<file path="config.mk">
export PLATFORM = sky130hd
export DESIGN_NAME = rsa_block_sequencer
export DESIGN_NICKNAME = d
export VERILOG_FILES = /design/src/rtl/keychain_pkg.sv /design/src/rtl/rsa_block_sequencer.sv
export SDC_FILE = /design/constraint.sdc
export NUM_CORES = 1
export LEC_CHECK = 0
export BUFFER_PORTS_ARGS = -buffer_cell sky130_fd_sc_hd__buf_2
export CORE_MARGIN = 2
export CORE_UTILIZATION = 51
export CTS_CLUSTER_DIAMETER = 200
export DETAILED_ROUTE_END_ITERATION = 6
export PLACE_DENSITY_LB_ADDON = 0.08
export SLEW_MARGIN = 20
export SYNTH_ARGS = -nofsm -noshare
export SYNTH_HDL_FRONTEND = slang
export SYNTH_SLANG_ARGS = --single-unit
</file>
<file path="constraint.sdc">
create_clock -name clk_in -period 3.4 [get_ports clk_in]
set_clock_uncertainty 0.15 [all_clocks]
set_input_delay 0.34 -clock clk_in [delete_from_list [all_inputs] [get_ports clk_in]]
set_output_delay 0.34 -clock clk_in [all_outputs]
set_load 0.01 [all_outputs]
</file>
<file path="src/rtl/keychain_pkg.sv">
// Shared types for the key-engine sequencer: FSM state encoding and byte width.
package keychain_pkg;

    localparam int BYTE_W = 8;

    typedef enum logic [2:0] {
        FILL,
        CHECK,
        LAUNCH,
        WAIT,
        DRAIN
    } seq_state_t;

endpackage

</file>
<file path="src/rtl/rsa_block_sequencer.sv">
// Byte-stream front end for exponent_modulus: packs bytes into words, screens them
// against the modulus, launches the engine and streams the result back out MSB first.
module rsa_block_sequencer
    import keychain_pkg::*;
#(
    parameter int WIDTH = 16
) (
    input  logic             clk_in,
    input  logic             rst_in,
    input  logic [WIDTH-1:0] modulus_in,
    input  logic [WIDTH-1:0] exponent_in,
    input  logic [7:0]       byte_in,
    input  logic             byte_valid_in,
    output logic             byte_ready_out,
    output logic [7:0]       byte_out,
    output logic             byte_valid_out,
    input  logic             byte_ready_in,
    output logic             eng_ready_out,
    output logic [WIDTH-1:0] eng_value_out,
    input  logic             eng_valid_in,
    input  logic [WIDTH-1:0] eng_result_in,
    output logic             err_out,
    output logic             busy_out,
    output logic [15:0]      words_done_out
);

    localparam int BYTES = WIDTH / BYTE_W;
    localparam int CNT_W = (BYTES > 1) ? $clog2(BYTES) : 1;
    localparam logic [CNT_W-1:0] LAST_CNT = CNT_W'(BYTES - 1);

    seq_state_t       state_q, state_d;
    logic [CNT_W-1:0] cnt_q, cnt_d;
    logic [WIDTH-1:0] word_q, word_d;
    logic [WIDTH-1:0] res_q, res_d;
    logic [WIDTH-1:0] eng_val_q, eng_val_d;
    logic [15:0]      done_q, done_d;

    // The exponent is consumed directly by the engine; it only passes by this block.
    logic unused_exponent;
    assign unused_exponent = ^exponent_in;

    always_ff @(posedge clk_in or posedge rst_in) begin
        if (rst_in) begin
            state_q   <= FILL;
            cnt_q     <= '0;
            word_q    <= '0;
            res_q     <= '0;
            eng_val_q <= '0;
            done_q    <= '0;
        end else begin
            state_q   <= state_d;
            cnt_q     <= cnt_d;
            word_q    <= word_d;
            res_q     <= res_d;
            eng_val_q <= eng_val_d;
            done_q    <= done_d;
        end
    end

    always_comb begin
        state_d        = state_q;
        cnt_d          = cnt_q;
        word_d         = word_q;
        res_d          = res_q;
        eng_val_d      = eng_val_q;
        done_d         = done_q;
        byte_ready_out = 1'b0;
        byte_valid_out = 1'b0;
        eng_ready_out  = 1'b0;
        err_out        = 1'b0;

        case (state_q)
            FILL: begin
                byte_ready_out = 1'b1;
                if (byte_valid_in) begin
                    // Big-endian: earlier bytes migrate towards the MSB.
                    word_d = (word_q << BYTE_W) | WIDTH'(byte_in);
                    if (cnt_q == LAST_CNT) begin
                        cnt_d   = '0;
                        state_d = CHECK;
                    end else begin
                        cnt_d = cnt_q + 1'b1;
                    end
                end
            end
            CHECK: begin
                if (word_q >= modulus_in) begin
                    err_out = 1'b1;
                    state_d = FILL;
                end else begin
                    eng_val_d = word_q;
                    state_d   = LAUNCH;
                end
                word_d = '0;
            end
            LAUNCH: begin
                eng_ready_out = 1'b1;
                state_d       = WAIT;
            end
            WAIT: begin
                if (eng_valid_in) begin
                    res_d   = eng_result_in;
                    cnt_d   = '0;
                    state_d = DRAIN;
                end
            end
            DRAIN: begin
                byte_valid_out = 1'b1;
                if (byte_ready_in) begin
                    res_d = res_q << BYTE_W;
                    if (cnt_q == LAST_CNT) begin
                        cnt_d   = '0;
                        done_d  = done_q + 16'd1;
                        state_d = FILL;
                    end else begin
                        cnt_d = cnt_q + 1'b1;
                    end
                end
            end
            default: state_d = FILL;
        endcase
    end

    assign byte_out       = res_q[WIDTH-1 -: BYTE_W];
    assign eng_value_out  = eng_val_q;
    assign busy_out       = (state_q != FILL);
    assign words_done_out = done_q;

endmodule

</file>
==> results.py <==
metrics = {
    "die": {
        "start_util_pct": 52.7,
        "coreArea_um2": 6310,
        "die_x_um": 84.8,
        "core.rowCount": 29,
        "io_pins": 106,
        "die-area_um2": 7190,
        "die_height_um": 84.8,
    },
    "timing": {
        "worst_pin_slew_ps": 783,
        "fin_setup_tns_ps": 0,
        "hold_viol": 0,
        "rsz0062_at_grt": "no",
        "period_share_pct": 81.6,
        "fmax_mhz": 361,
        "whs_ps": 64.6,
        "fin_crit_ps": 2770,
        "slew_viol_final": 0,
        "timing.slew.headroom_pct": 47.7,
        "setup_violations": 0,
    },
    "routing": {
        "drt_first_pass_iters": 4,
        "drtIter0Drc": 85,
        "wl_met1_um": 3190,
        "detail_route.drc_violations": 0,
        "viasPerCell": 5.11,
        "dr_wl_met2_um": 2840,
        "routed_wl_um": 6520,
        "wl_met3_um": 431,
        "top_layer": "met4",
        "drtAntennaViolNets": 0,
        "vias": 2414,
        "wl_per_cell_um": 13.8,
    },
    "critical_path": {
        "crit_path_max_incr_delay_ps": 510,
        "critPathBufInv": 1,
        "crit_path_max_fanout": 17,
        "cp-start-kind": "flip-flop",
        "crit_chain": "inv_1 > ha_1 > nand2b_4 > a2111o_1 > a31oi_1 > nand3_2 > mux2_4",
        "criticalPathCategory": "reg -> reg",
        "worstReg2RegStart": "word_q[0]",
        "r2r-end": "eng_value_out[6]",
        "crit_slowest_cell": "nand3_2",
        "cp_num_cells": 7,
        "cp_top_family": "compound AO/OA/AOI/OAI gates",
        "worstPathArrival_ps": 2830,
        "r2r_slack_ps": 630,
        "cp-end-kind": "flip-flop",
        "worst_ep_required_time_ps": 3460,
        "reg2regPathDepth": 7,
    },
    "synthesis": {
        "synth_cell_types": 42,
        "ys_seq_elements": 68,
        "syn_avg_cell_area_um2": 10.9,
        "synth_edf_count": 0,
        "async_flop_share_pct": 100,
        "netlist_instances": 306,
        "syn_area_um2": 3330,
        "ys.warnings.count": 0,
        "syn_nets": 384,
        "yosys_most_used_dff": "dfrtp_1",
        "ys_seq_area_share_pct": 51.1,
    },
    "clock_tree": {
        "cts-root-buf": "clkbuf_8",
        "cts_buffers": 9,
        "clk_latency_ps": 330,
        "cts_tree": "built",
        "cts.reportedPaths.clkPinSlew_ps": 70,
        "htreeDepth": 3,
        "cts_buffer_depth": 2,
        "cts_sinks": 68,
    },
    "pwr": {
        "clockPowerShare_pct": 25.6,
        "switching_share_pct": 33.5,
        "power.leakage_nw": 2.23,
        "power.share.sequential_pct": 40.7,
        "power.density_nw_per_um2": 768,
        "ir_drop_mv": 0.390,
        "intPower_mw": 2.05,
        "p_sw_mw": 1.03,
        "combPwrFrac_pct": 33.7,
    },
    "min_path": {
        "holdCritPathClass": "in -> reg",
        "hold_end": "word_q[3]",
        "worstHoldStart": "byte_in[3]",
        "holdPathStages": 3,
    },
    "place": {
        "placed_area_um2": 3770,
        "portBuffers": 89,
        "gp_congestion": 0.799,
        "hpwl_um": 4700,
    },
    "cells_and_area": {
        "antenna_cells": 0,
        "fillers": 553,
        "layout_common_cells": "89 x buf_2, 68 x dfrtp_1, 48 x nand2_1",
        "drive_gt1_share_pct": 33.7,
        "stdcell_area_um2": 4020,
        "nets": 469,
        "syn2layout_area_growth_pct": 20.8,
        "layout_commonest_cell": "buf_2",
    },
    "global_routing": {
        "grt_pass1_vias": 2325,
        "antenna_found_initial": 0,
        "grt_pass1_wl_um": 11100,
        "grt_usage_pct": 19.4,
        "grt_max_degree": 44,
        "grt-ovfl-total": 0,
    },
    "job": {
        "max_cap_viol_count": 0,
    },
    "status": {
        "status": "complete, no violations",
    },
}
stage by stage:
step                      instances  setup WS (ps)  utilization [%]  power, mW
final                           472            627             63.7       3.09
after global routing            472            461             63.7       3.32
after CTS                       472            637             63.7       3.13
after detailed placement        456            616             59.8       2.32
after global placement          456            642             59.8       2.28
after floorplan                 306           1050                -       2.06
worst max path at each step:
| stage | start | slack, ps | to |
|---|---|---|---|
| 6_report | word_q[0] | 630 | eng_value_out[6] |
| 5_1_grt | word_q[0] | 460 | eng_value_out[9] |
| 4_1_cts | word_q[0] | 640 | eng_value_out[6] |
| 3_5_place_dp | modulus_in[0] | 620 | eng_value_out[10] |
| 3_3_place_gp | modulus_in[0] | 640 | eng_value_out[6] |
| 2_1_floorplan | word_q[0] | 1050 | eng_value_out[10] |
layout make-up:
class                   count  area [µm²]  area share [%]
flip-flops and latches     68        1700            42.3
multi-input cells         199        1430            35.6
repair buffers             93         478            11.9
clock buffers              10         138            3.42
clock inverters             5         100            2.49
well taps                  77        96.3            2.40
inverters                  20        75.1            1.87
kinds of logic (layout without fill, tap and decap cells):
| group | after synthesis | after routing | synth area share, % |
|---|---|---|---|
| XOR/XNOR | 15 | 15 | 3.95 |
| adder cells (fa/ha/maj) | 17 | 17 | 6.39 |
| AND/OR/NAND/NOR | 90 | 90 | 13.6 |
| multiplexers | 26 | 26 | 9.48 |
| flip-flops | 68 | 68 | 51.1 |
| buffers and inverters | 39 | 128 | 5.83 |
| AO/OA/AOI/OAI | 51 | 51 | 9.59 |
power groups by stage:
stage	Clock [mW]	Combinational [mW]	Sequential, mW
floorplan	0	0.820	1.24
detailed placement	0	1.05	1.27
global placement	0	1.02	1.26
global route	0.850	1.18	1.29
CTS	0.812	1.06	1.26
finish	0.792	1.04	1.26
repair_timing:
action / 4_1_cts / 5_1_grt
endpoints found under the hold margin: 25 / 0
gates resized for setup: 0 / 0
hold buffers: 1 / 0
setup buffers: 0 / 0
metal layers:
metal,up-vias,track usage [%]
met5,-,0
met4,0,6.49
met3,5,5.01
met2,71,28.3
met1,1130,28.3
li1,1208,-
Yosys cell counts (2+ instances only):
cell       n  area (µm²)
dfrtp_1   68        1700
nand2_1   48         180
o21ai_0   28         140
inv_1     20        75.1
ha_1      17         213
xnor2_1   11        96.3
buf_4      9        67.6
mux2_4     9         135
mux2i_1    9        90.1
nand3_1    9        45.0
a22o_1     8        70.1
mux2_2     8        90.1
a21oi_1    6        30.0
nor2_1     6        22.5
nand4_1    5        31.3
and2_1     4        25.0
buf_2      4        20.0
clkbuf_1   4        15.0
xor2_1     4        35.0
a31oi_1    2        12.5
and3_1     2        12.5
and4_1     2        17.5
nand2b_1   2        12.5
nor2b_1    2        12.5
nor3_1     2        10.0
worst min-delay path, cell delays in order:
cell,delay (ps)
buf_2,80
nand2_1,30
o21ai_0,60
registers in the layout, indices dropped and copies added, names as in the netlist:
| signal | flops |
|---|---|
| res_q | 16 |
| eng_value_out | 16 |
| state_q | 3 |
| words_done_out | 16 |
| cnt_q | 1 |
| word_q | 16 |
Power figures use the tool's default switching activity.
